## src/rtl/config_reg_arbiter.sv

```systemverilog
// Round-robin arbiter sharing the single config_reg bank port among NUM_REQ requesters.
// Define CFG_INIT_SEQ_EN to add a boot sequence writing INIT_VALS to addr 0..6 after reset.
module config_reg_arbiter #(
  parameter int NUM_REQ = 2,
  parameter int DW = 16,
  parameter int AW = 3,
  parameter int RD_LAT = 1,
  parameter logic [7*DW-1:0] INIT_VALS = {{(6*DW){1'b0}}, {DW{1'b1}}}
) (
  input  logic                  clk,
  input  logic                  reset,
  input  logic [NUM_REQ-1:0]    req,
  input  logic [NUM_REQ-1:0]    req_we,
  input  logic [AW*NUM_REQ-1:0] req_addr,
  input  logic [DW*NUM_REQ-1:0] req_wdata,
  output logic [NUM_REQ-1:0]    gnt,
  output logic [NUM_REQ-1:0]    ack,
  output logic                  err,
  output logic [DW-1:0]         rdata,
  output logic                  busy,
  output logic                  cfg_write,
  output logic [AW-1:0]         cfg_address,
  output logic [DW-1:0]         cfg_data_in,
  input  logic [DW-1:0]         cfg_data_out
);
  localparam int PW = (NUM_REQ > 1) ? $clog2(NUM_REQ) : 1;
  localparam int CW = (RD_LAT > 1) ? $clog2(RD_LAT) : 1;
  localparam logic [AW-1:0] RO_ADDR = '1;

  typedef enum logic [2:0] {IDLE, WR, RD, RESP, INIT} state_t;
`ifdef CFG_INIT_SEQ_EN
  localparam state_t RST_ST = INIT;
  logic [2:0] init_cnt;
`else
  localparam state_t RST_ST = IDLE;
`endif

  state_t state, state_nx;
  logic [PW-1:0] ptr, win, win_q;
  logic [PW:0]   idx;
  logic          found;
  logic [CW-1:0] rd_cnt;
  logic          drop;
  logic [AW-1:0] win_addr;

  // First requester at or after the pointer, wrapping around.
  always_comb begin
    win   = '0;
    found = 1'b0;
    idx   = '0;
    for (int i = 0; i < NUM_REQ; i++) begin
      idx = {1'b0, ptr} + (PW+1)'(i);
      if (idx >= (PW+1)'(NUM_REQ)) idx = idx - (PW+1)'(NUM_REQ);
      if (!found && req[idx[PW-1:0]]) begin
        found = 1'b1;
        win   = idx[PW-1:0];
      end
    end
  end

  assign win_addr = req_addr[win*AW +: AW];
  assign busy     = (state != IDLE);

  always_ff @(posedge clk or negedge reset) begin
    if (!reset) state <= RST_ST;
    else        state <= state_nx;
  end

  always_comb begin
    state_nx = state;
    case (state)
      IDLE: if (found) state_nx = req_we[win] ? WR : RD;
      WR:   state_nx = RESP;
      RD:   if (rd_cnt == '0) state_nx = RESP;
      RESP: state_nx = IDLE;
`ifdef CFG_INIT_SEQ_EN
      INIT: if (init_cnt == 3'd7) state_nx = IDLE;
`endif
      default: state_nx = IDLE;
    endcase
  end

  always_ff @(posedge clk or negedge reset) begin
    if (!reset) begin
      gnt         <= '0;
      ack         <= '0;
      err         <= 1'b0;
      rdata       <= '0;
      cfg_write   <= 1'b0;
      cfg_address <= '0;
      cfg_data_in <= '0;
      ptr         <= '0;
      win_q       <= '0;
      rd_cnt      <= '0;
      drop        <= 1'b0;
`ifdef CFG_INIT_SEQ_EN
      init_cnt    <= '0;
`endif
    end else begin
      ack       <= '0;
      err       <= 1'b0;
      cfg_write <= 1'b0;
      case (state)
        IDLE: if (found) begin
          gnt         <= NUM_REQ'(1) << win;
          win_q       <= win;
          cfg_address <= win_addr;
          cfg_data_in <= req_wdata[win*DW +: DW];
          // gpio_in is read-only: the write is swallowed and reported via err.
          drop        <= req_we[win] && (win_addr == RO_ADDR);
          cfg_write   <= req_we[win] && (win_addr != RO_ADDR);
          rd_cnt      <= CW'(RD_LAT - 1);
        end
        WR: begin
          ack <= gnt;
          err <= drop;
        end
        RD: begin
          if (rd_cnt == '0) begin
            rdata <= cfg_data_out;
            ack   <= gnt;
          end else begin
            rd_cnt <= rd_cnt - CW'(1);
          end
        end
        RESP: begin
          gnt <= '0;
          ptr <= (win_q == PW'(NUM_REQ - 1)) ? '0 : win_q + PW'(1);
        end
`ifdef CFG_INIT_SEQ_EN
        INIT: if (init_cnt != 3'd7) begin
          cfg_write   <= 1'b1;
          cfg_address <= AW'(init_cnt);
          cfg_data_in <= INIT_VALS[init_cnt*DW +: DW];
          init_cnt    <= init_cnt + 3'd1;
        end
`endif
        default: ;
      endcase
    end
  end
endmodule

```

## config.mk

```make
export PLATFORM = sky130hd
export DESIGN_NAME = config_reg_arbiter
export DESIGN_NICKNAME = d
export VERILOG_FILES = /design/src/rtl/config_reg_arbiter.sv
export SDC_FILE = /design/constraint.sdc
export NUM_CORES = 1
export LEC_CHECK = 0
export CORE_MARGIN = 5
export CORE_UTILIZATION = 30
export CTS_BUF_LIST = sky130_fd_sc_hd__clkbuf_2
export CTS_CLUSTER_SIZE = 8
export DETAILED_ROUTE_END_ITERATION = 16
export HOLD_SLACK_MARGIN = 0.08
export PLACE_DENSITY = 0.67
export REMOVE_ABC_BUFFERS = 1
export SETUP_SLACK_MARGIN = 0.02
export SLEW_MARGIN = 25
export SYNTH_ARGS = -nofsm -noshare
export SYNTH_HDL_FRONTEND = slang
export SYNTH_SLANG_ARGS = --single-unit
export TNS_END_PERCENT = 20
```

## constraint.sdc

```tcl
create_clock -name clk -period 1.8 [get_ports clk]
set_clock_uncertainty 0.2 [all_clocks]
set_input_delay 0.36 -clock clk [delete_from_list [all_inputs] [get_ports clk]]
set_output_delay 0.36 -clock clk [all_outputs]
set_load 0.02 [all_outputs]
```

==> results of run 1 <==
repair_timing:
action | 4_1_cts | 5_1_grt
hold buffers | 1 | 0
setup buffers | 0 | 1
gates resized for setup | 54 | 25
pin swaps | 1 | 0
endpoints found under the setup margin | 42 | 20
hold endpoints to repair | 46 | 0
worst reg2reg max path, delay by kind of cell, from the launching register on:
kind / cells / cell delay, ns
adders and majority gates: 1 / 0.15
DFF: 1 / 0.43
buffers and inverters: 3 / 0.25
AOI/OAI and AO/OA: 3 / 0.51
worst min-delay path by stage:
stage                          end  slack [ns]  startpoint  cells after the start
floorplan                   ack[0]       -0.14       reset                      0
global placement    cfg_data_in[4]        0.15       reset                      1
detailed placement  cfg_data_in[4]        0.16       reset                      1
CTS                 cfg_data_in[4]        0.21       reset                      2
global route        cfg_data_in[4]        0.22       reset                      2
finish              cfg_data_in[4]        0.21       reset                      2
flip-flops by register name (all words and copies together), names as in the netlist:
| name | flops |
|---|---|
| cfg_data_in | 16 |
| drop | 1 |
| rdata | 16 |
| state | 2 |
| cfg_write | 1 |
| win_q | 1 |
| ptr | 1 |
| ack | 2 |
| cfg_address | 3 |
| gnt | 2 |
| err | 1 |
kinds of logic after synthesis:
kind of cell             count (synthesis)  share of synthesized area
buffers and inverters                   16                     0.0422
AO/OA/AOI/OAI                           35                      0.102
AND/OR/NAND/NOR                         38                     0.0837
multiplexers                            37                      0.194
adder cells (fa/ha/maj)                  4                     0.0241
flip-flops                              46                      0.554
power groups by stage:
stage                     clock [uW]  sequential (uW)  combinational (uW)
after global routing             464             1820                3030
after floorplan                    0             2310                 986
final                            394             1750                2790
after detailed placement           0             1790                3060
after CTS                        426             1750                2820
after global placement             0             1780                3020
per-stage QoR:
stage / area, sq um / worst slack, ns / power (uW)
floorplan: 2010 / 0.0168 / 3300
global placement: 3290 / -0.114 / 4790
detailed placement: 3290 / -0.140 / 4850
CTS: 3300 / 0.00246 / 5000
global route: 3300 / -0.0572 / 5320
finish: 3300 / 0.0316 / 4930
cell usage in the layout, fill, tap and decap left out, drive strengths merged, types with 2 or more instances in the layout:
| cell type | count |
|---|---|
| clkbuf | 12 |
| nand3 | 4 |
| nor2 | 6 |
| nand2b | 3 |
| mux2i | 21 |
| a21o | 2 |
| o31ai | 3 |
| inv | 5 |
| a21oi | 2 |
| clkdlybuf4s15 | 12 |
| mux2 | 16 |
| dlygate4sd2 | 22 |
| dfrtp | 46 |
| o21ai | 25 |
| and2 | 2 |
| ha | 4 |
| buf | 20 |
| clkdlybuf4s50 | 58 |
| nand2 | 22 |
| clkinv | 2 |
metal layers:
metal | GRT usage | vias up | routed length [microns]
met5 | 0 | - | 0
met1 | 0.132 | 745 | 2000
met4 | 0.0256 | 0 | 42
met3 | 0.0523 | 5 | 513
met2 | 0.197 | 67 | 2310
li1 | - | 841 | -
area by class of cell:
class / instances / area (sq um) / area share
inverter: 5 / 21.3 / 0.00645
clock inverter: 2 / 10.0 / 0.00303
clock buffer: 5 / 25.0 / 0.00759
multi-input combinational: 114 / 851 / 0.258
tap: 80 / 100 / 0.0303
sequential: 46 / 1150 / 0.349
timing repair buffer: 120 / 1140 / 0.346
==> results.md, run 1 <==
- Status: complete, no violations
- Antenna Cells: 0
- Syn Inst Count: 176
- Peak supply drop: 0.502 mV
- Critical Path Start: state[1]
- Clock Latency Late Sink: 0.39 ns
- Critical Path Stages: 4
- Detailed router's first-iteration violation count: 22
- Clock slew at reported path FFs: 0.22 ns
- Yosys warnings: 0
- Highest Clock Rate: 0.565 GHz
- Share of cells above drive strength 1: 0.209
- First-pass GRT wire length: 8070 microns
- Seq cells post-synth: 46
- CP endpoint: busy
- Tmin final: 1.77 ns
- Port bufs: 101
- R2R cell count: 7
- Largest net degree at the start of global routing: 43
- CP Data Required Time: 1.24 ns
- Worst-margin pin slew: 0.475 ns
- Max H-tree Level: 2
- WHS: 0.208 ns
- Seq pwr share: 0.354
- Post-Layout Cell Count: 372
- Sw Ratio: 0.405
- Worst path bufs/invs: 3
- Max-slew violation count: 0
- Final setup viols: 0
- Total wire length: 4860 microns
- Final core utilization: 0.488
- Crit path capture type: output pin
- Combinational share of power: 0.566
- Critical Path Start Type: register
- DRC errors left: 0
- CTS tree: built
- Worst r2r dst: state[1]
- Pre-antenna DRT Iters: 4
- Setup TNS: 0 ns
- CP Class: register to output pin
- Commonest cells post-synth: dfrtp_1, o21ai_0, nand2_1
- RSZ-0062 raised after global routing: true
- Vias: 1658
- CP delay by family, top: flip-flops
- Vias per cell: 4.46
- Sequential area share after synthesis: 0.554
- Filler cell count: 678
- Crit-path slowest cell: dfrtp_1
- Crit-path max FO: 2
- PwrDens: 1500 mW/mm^2
- Dpl cells: 363
- Vias in the first global route: 1659
- Core Area: 0.00676 sq mm
- Pint: 2940 uW
- Distinct cells, synth: 28
- Clock share of power: 0.080
- Top-count cell post-synth: dfrtp_1
- Maximum clock path buffer count: 2
- Worst hold path type: input port to asynchronous set/reset pin
- Hpwl dp: 3890 microns
- Asr flop ratio synth: 1.00
- Net Switching: 2000 uW
- Final hold violations: 0
- Net count, final: 356
- Root Driver: clkbuf_2
- CP max stage delay: 0.43 ns
- Clk sinks: 46
- Worst r2r src: state[1]
- Core Rows: 30
- MaxCap Viol Count: 0
- Num CTS Buffers: 5
- Reg2Reg Setup Slack: 0.18 ns
- Synth Cell Area: 0.00208 sq mm
- WL/cell: 13.1 microns
- ANT nets after route: 0
- Leakage: 0.00154 uW
- Area delta synth->final: 58.8%
- Crit share post-route: 0.982
- Total die area: 0.00869 sq mm
- EDFF count, synth: 0
- Crit path DAT: 1.21 ns
- CP Cell Sequence: inv_2, ha_4, inv_4, buf_6
- Most used DFF post-synth: dfrtp_1
- Relative slew slack: 0.683
- Largest area contributor in the netlist: dfrtp_1
- DIE HEIGHT: 93.2 microns
- Syn_area_per_cell: 11.8 sq um
- Initial Util: 0.307
- Yosys top cell area share: 0.554
- Tot GR Track Use: 0.115
- Initial antenna violation count: 0
- IO Count: 102
- Largest cells by area after synthesis: dfrtp_1, mux2i_1, mux2_2
- Routability cong.: 0.670
- Gr ovfl total: 0
- Die width: 93.2 microns
(Power assumes the default switching activity.)
==> run 2: changes to the inputs <==
--- a/config.mk
+++ b/config.mk
@@ -12,2 +12,3 @@
 export DETAILED_ROUTE_END_ITERATION = 16
+export GPL_TIMING_DRIVEN = 0
 export HOLD_SLACK_MARGIN = 0.08
--- a/constraint.sdc
+++ b/constraint.sdc
@@ -4,2 +4,2 @@
 set_output_delay 0.36 -clock clk [all_outputs]
-set_load 0.02 [all_outputs]
+set_load 0.1 [all_outputs]
==> results.md, run 2 (synthesis gave the netlist of run 1 again) <==
- Status: finished with violations
- Failing checks: setup timing
- Core Area: 0.00676 sq mm (unchanged)
- Critical Path Start Type: register
- Most used routing layer: met2
- First-pass GRT wire length: 7960 microns (-1.3%)
- Commonest non-fill, non-tap cell in the layout: clkdlybuf4s50_1
- GR Util met3: 0.0531 (+0.000805)
- Final core utilization: 0.479 (-0.00963)
- Tmin final: 1.85 ns (+0.0790 ns)
- Root Driver: clkbuf_2
- Max H-tree Level: 2 (unchanged)
- Maximum clock path buffer count: 2 (unchanged)
- Clock slew at reported path FFs: 0.23 ns (about the same)
- Detailed router's first-iteration violation count: 49 (+120%)
- MaxCap Viol Count: 0 (unchanged)
- IO Count: 102 (unchanged)
- RSZ-0062 raised after global routing: true
- Gr ovfl total: 0 (unchanged)
- WHS: 0.256 ns (+0.0480 ns)
- Clock Latency Late Sink: 0.39 ns (about the same)
- CTS tree: built
- Dpl cells: 347 (-4.4%)
- Vias per cell: 4.63 (+3.8%)
- Highest Clock Rate: 0.541 GHz (-4.3%)
- Crit path capture type: output pin
- Final hold violations: 0 (unchanged)
- ANT nets after route: 0 (unchanged)
- Worst-margin pin slew: 0.583 ns (+0.108 ns)
- Setup TNS: -0.0474 ns (-0.0474 ns)
- Clk sinks: 46 (unchanged)
- Worst hold path type: register to register
- Core Rows: 30 (unchanged)
- Vias in the first global route: 1682 (+1.4%)
- CP Class: register to output pin
- Initial antenna violation count: 0 (unchanged)
- Final worst-path setup slack: -0.0474 ns (-0.0790 ns)
- Initial Util: 0.307 (unchanged)
- GR Layer Usage met2: 0.196 (-0.00120)
- Largest net degree at the start of global routing: 47 (+9.3%)
- Largest regs: cfg_data_in x16, rdata x16, cfg_address x3
- DRC errors left: 0 (unchanged)
- Most frequent cells in the layout: clkdlybuf4s50_1, dfrtp_1, buf_4, o21ai_0, nand2_1
- Net count, final: 345 (-3.1%)
- Routability cong.: 0.685 (+2.2%)
- Met1 Usage GRT: 0.131 (-0.000924)
- Hpwl dp: 3660 microns (-6.0%)
- WL/cell: 13.6 microns (+3.9%)
- Total wire length: 4920 microns (+1.2%)
- Tot GR Track Use: 0.115 (-0.000507)
- Num CTS Buffers: 5 (unchanged)
- Crit-path max FO: 3 (+1)
- Crit path DAT: 1.29 ns (+0.08 ns)
- Die width: 93.2 microns (unchanged)
- Port bufs: 101 (unchanged)
- CP Data Required Time: 1.24 ns (about the same)
- Pre-antenna DRT Iters: 5 (+1)
- Final setup viols: 1 (+1)
- Vias: 1675 (+1.0%)
- Crit share post-route: 1.03 (+0.0439)
- Share of cells above drive strength 1: 0.309 (+0.0996)
- Area delta synth->final: 55.7%
- DIE HEIGHT: 93.2 microns (unchanged)
- Post-Layout Cell Count: 362 (-2.7%)
- Relative slew slack: 0.611 (-0.0720)
- Total die area: 0.00869 sq mm (unchanged)
- Antenna Cells: 0 (unchanged)
- Max-slew violation count: 0 (unchanged)
## run 2: cell count changes in the layout (fill, tap and decap cells not counted), moves of 5 or more
cell             change
dlygate4sd2_1       -22
clkbuf_2             -5
clkdlybuf4s15_1     -12
buf_4               +30
## run 2: final cells by class
type                       instances  area (sq um)
inverter                           5          21.3
multi-input combinational        114           877
sequential                        46          1150
tap                               80           100
fill                             670          3520
clock inverter                     1          30.0
clock buffer                       7          35.0
timing repair buffer             109          1020
## run 2: layer usage
metal	share of wire	wire length, microns
met2	0.47	2330
met3	0.12	571
met1	0.40	1970
met4	0.0098	48
met5	0	0
## run 2: path summary, 6_finish.rpt
kind,startpoint,endpoint,slack (ns),cells after the start
hold reg to reg,win_q,ptr,0.26,1
max in group asynchronous,reset,cfg_data_in[6],0.72,2
setup reg to reg,state[1],rdata[1],0.05,4
min in group asynchronous,reset,cfg_data_in[2],0.28,2
hold / removal,win_q,ptr,0.26,1
setup / recovery,state[0],busy,-0.05,4
## run 2: metrics by stage
step           worst slack (ns)  area (sq um)
2_1_floorplan            -0.356          2010
3_3_place_gp              -1.16          3120
3_5_place_dp             -0.844          3150
4_1_cts                 -0.0747          3190
5_1_grt                  -0.149          3230
6_report                -0.0474          3230
## run 2: critical path, stage by stage, from the launching register on
cell and delay [ns]:
dfrtp_1 0.43, inv_2 0.07, ha_4 0.17, inv_4 0.07
buf_12 0.17
## run 2: what timing repair did
action / CTS / global route
hold endpoints to repair: 46 / 0
pin swaps: 1 / 1
hold buffers: 1 / 0
resized for setup: 263 / 4
endpoints found under the setup margin: 83 / 16
setup buffers: 3 / 3
Power of run 2 is left out: the tool's default activity adds up to more than one toggle a clock period on the data nets, which glitch-free logic cannot reach.
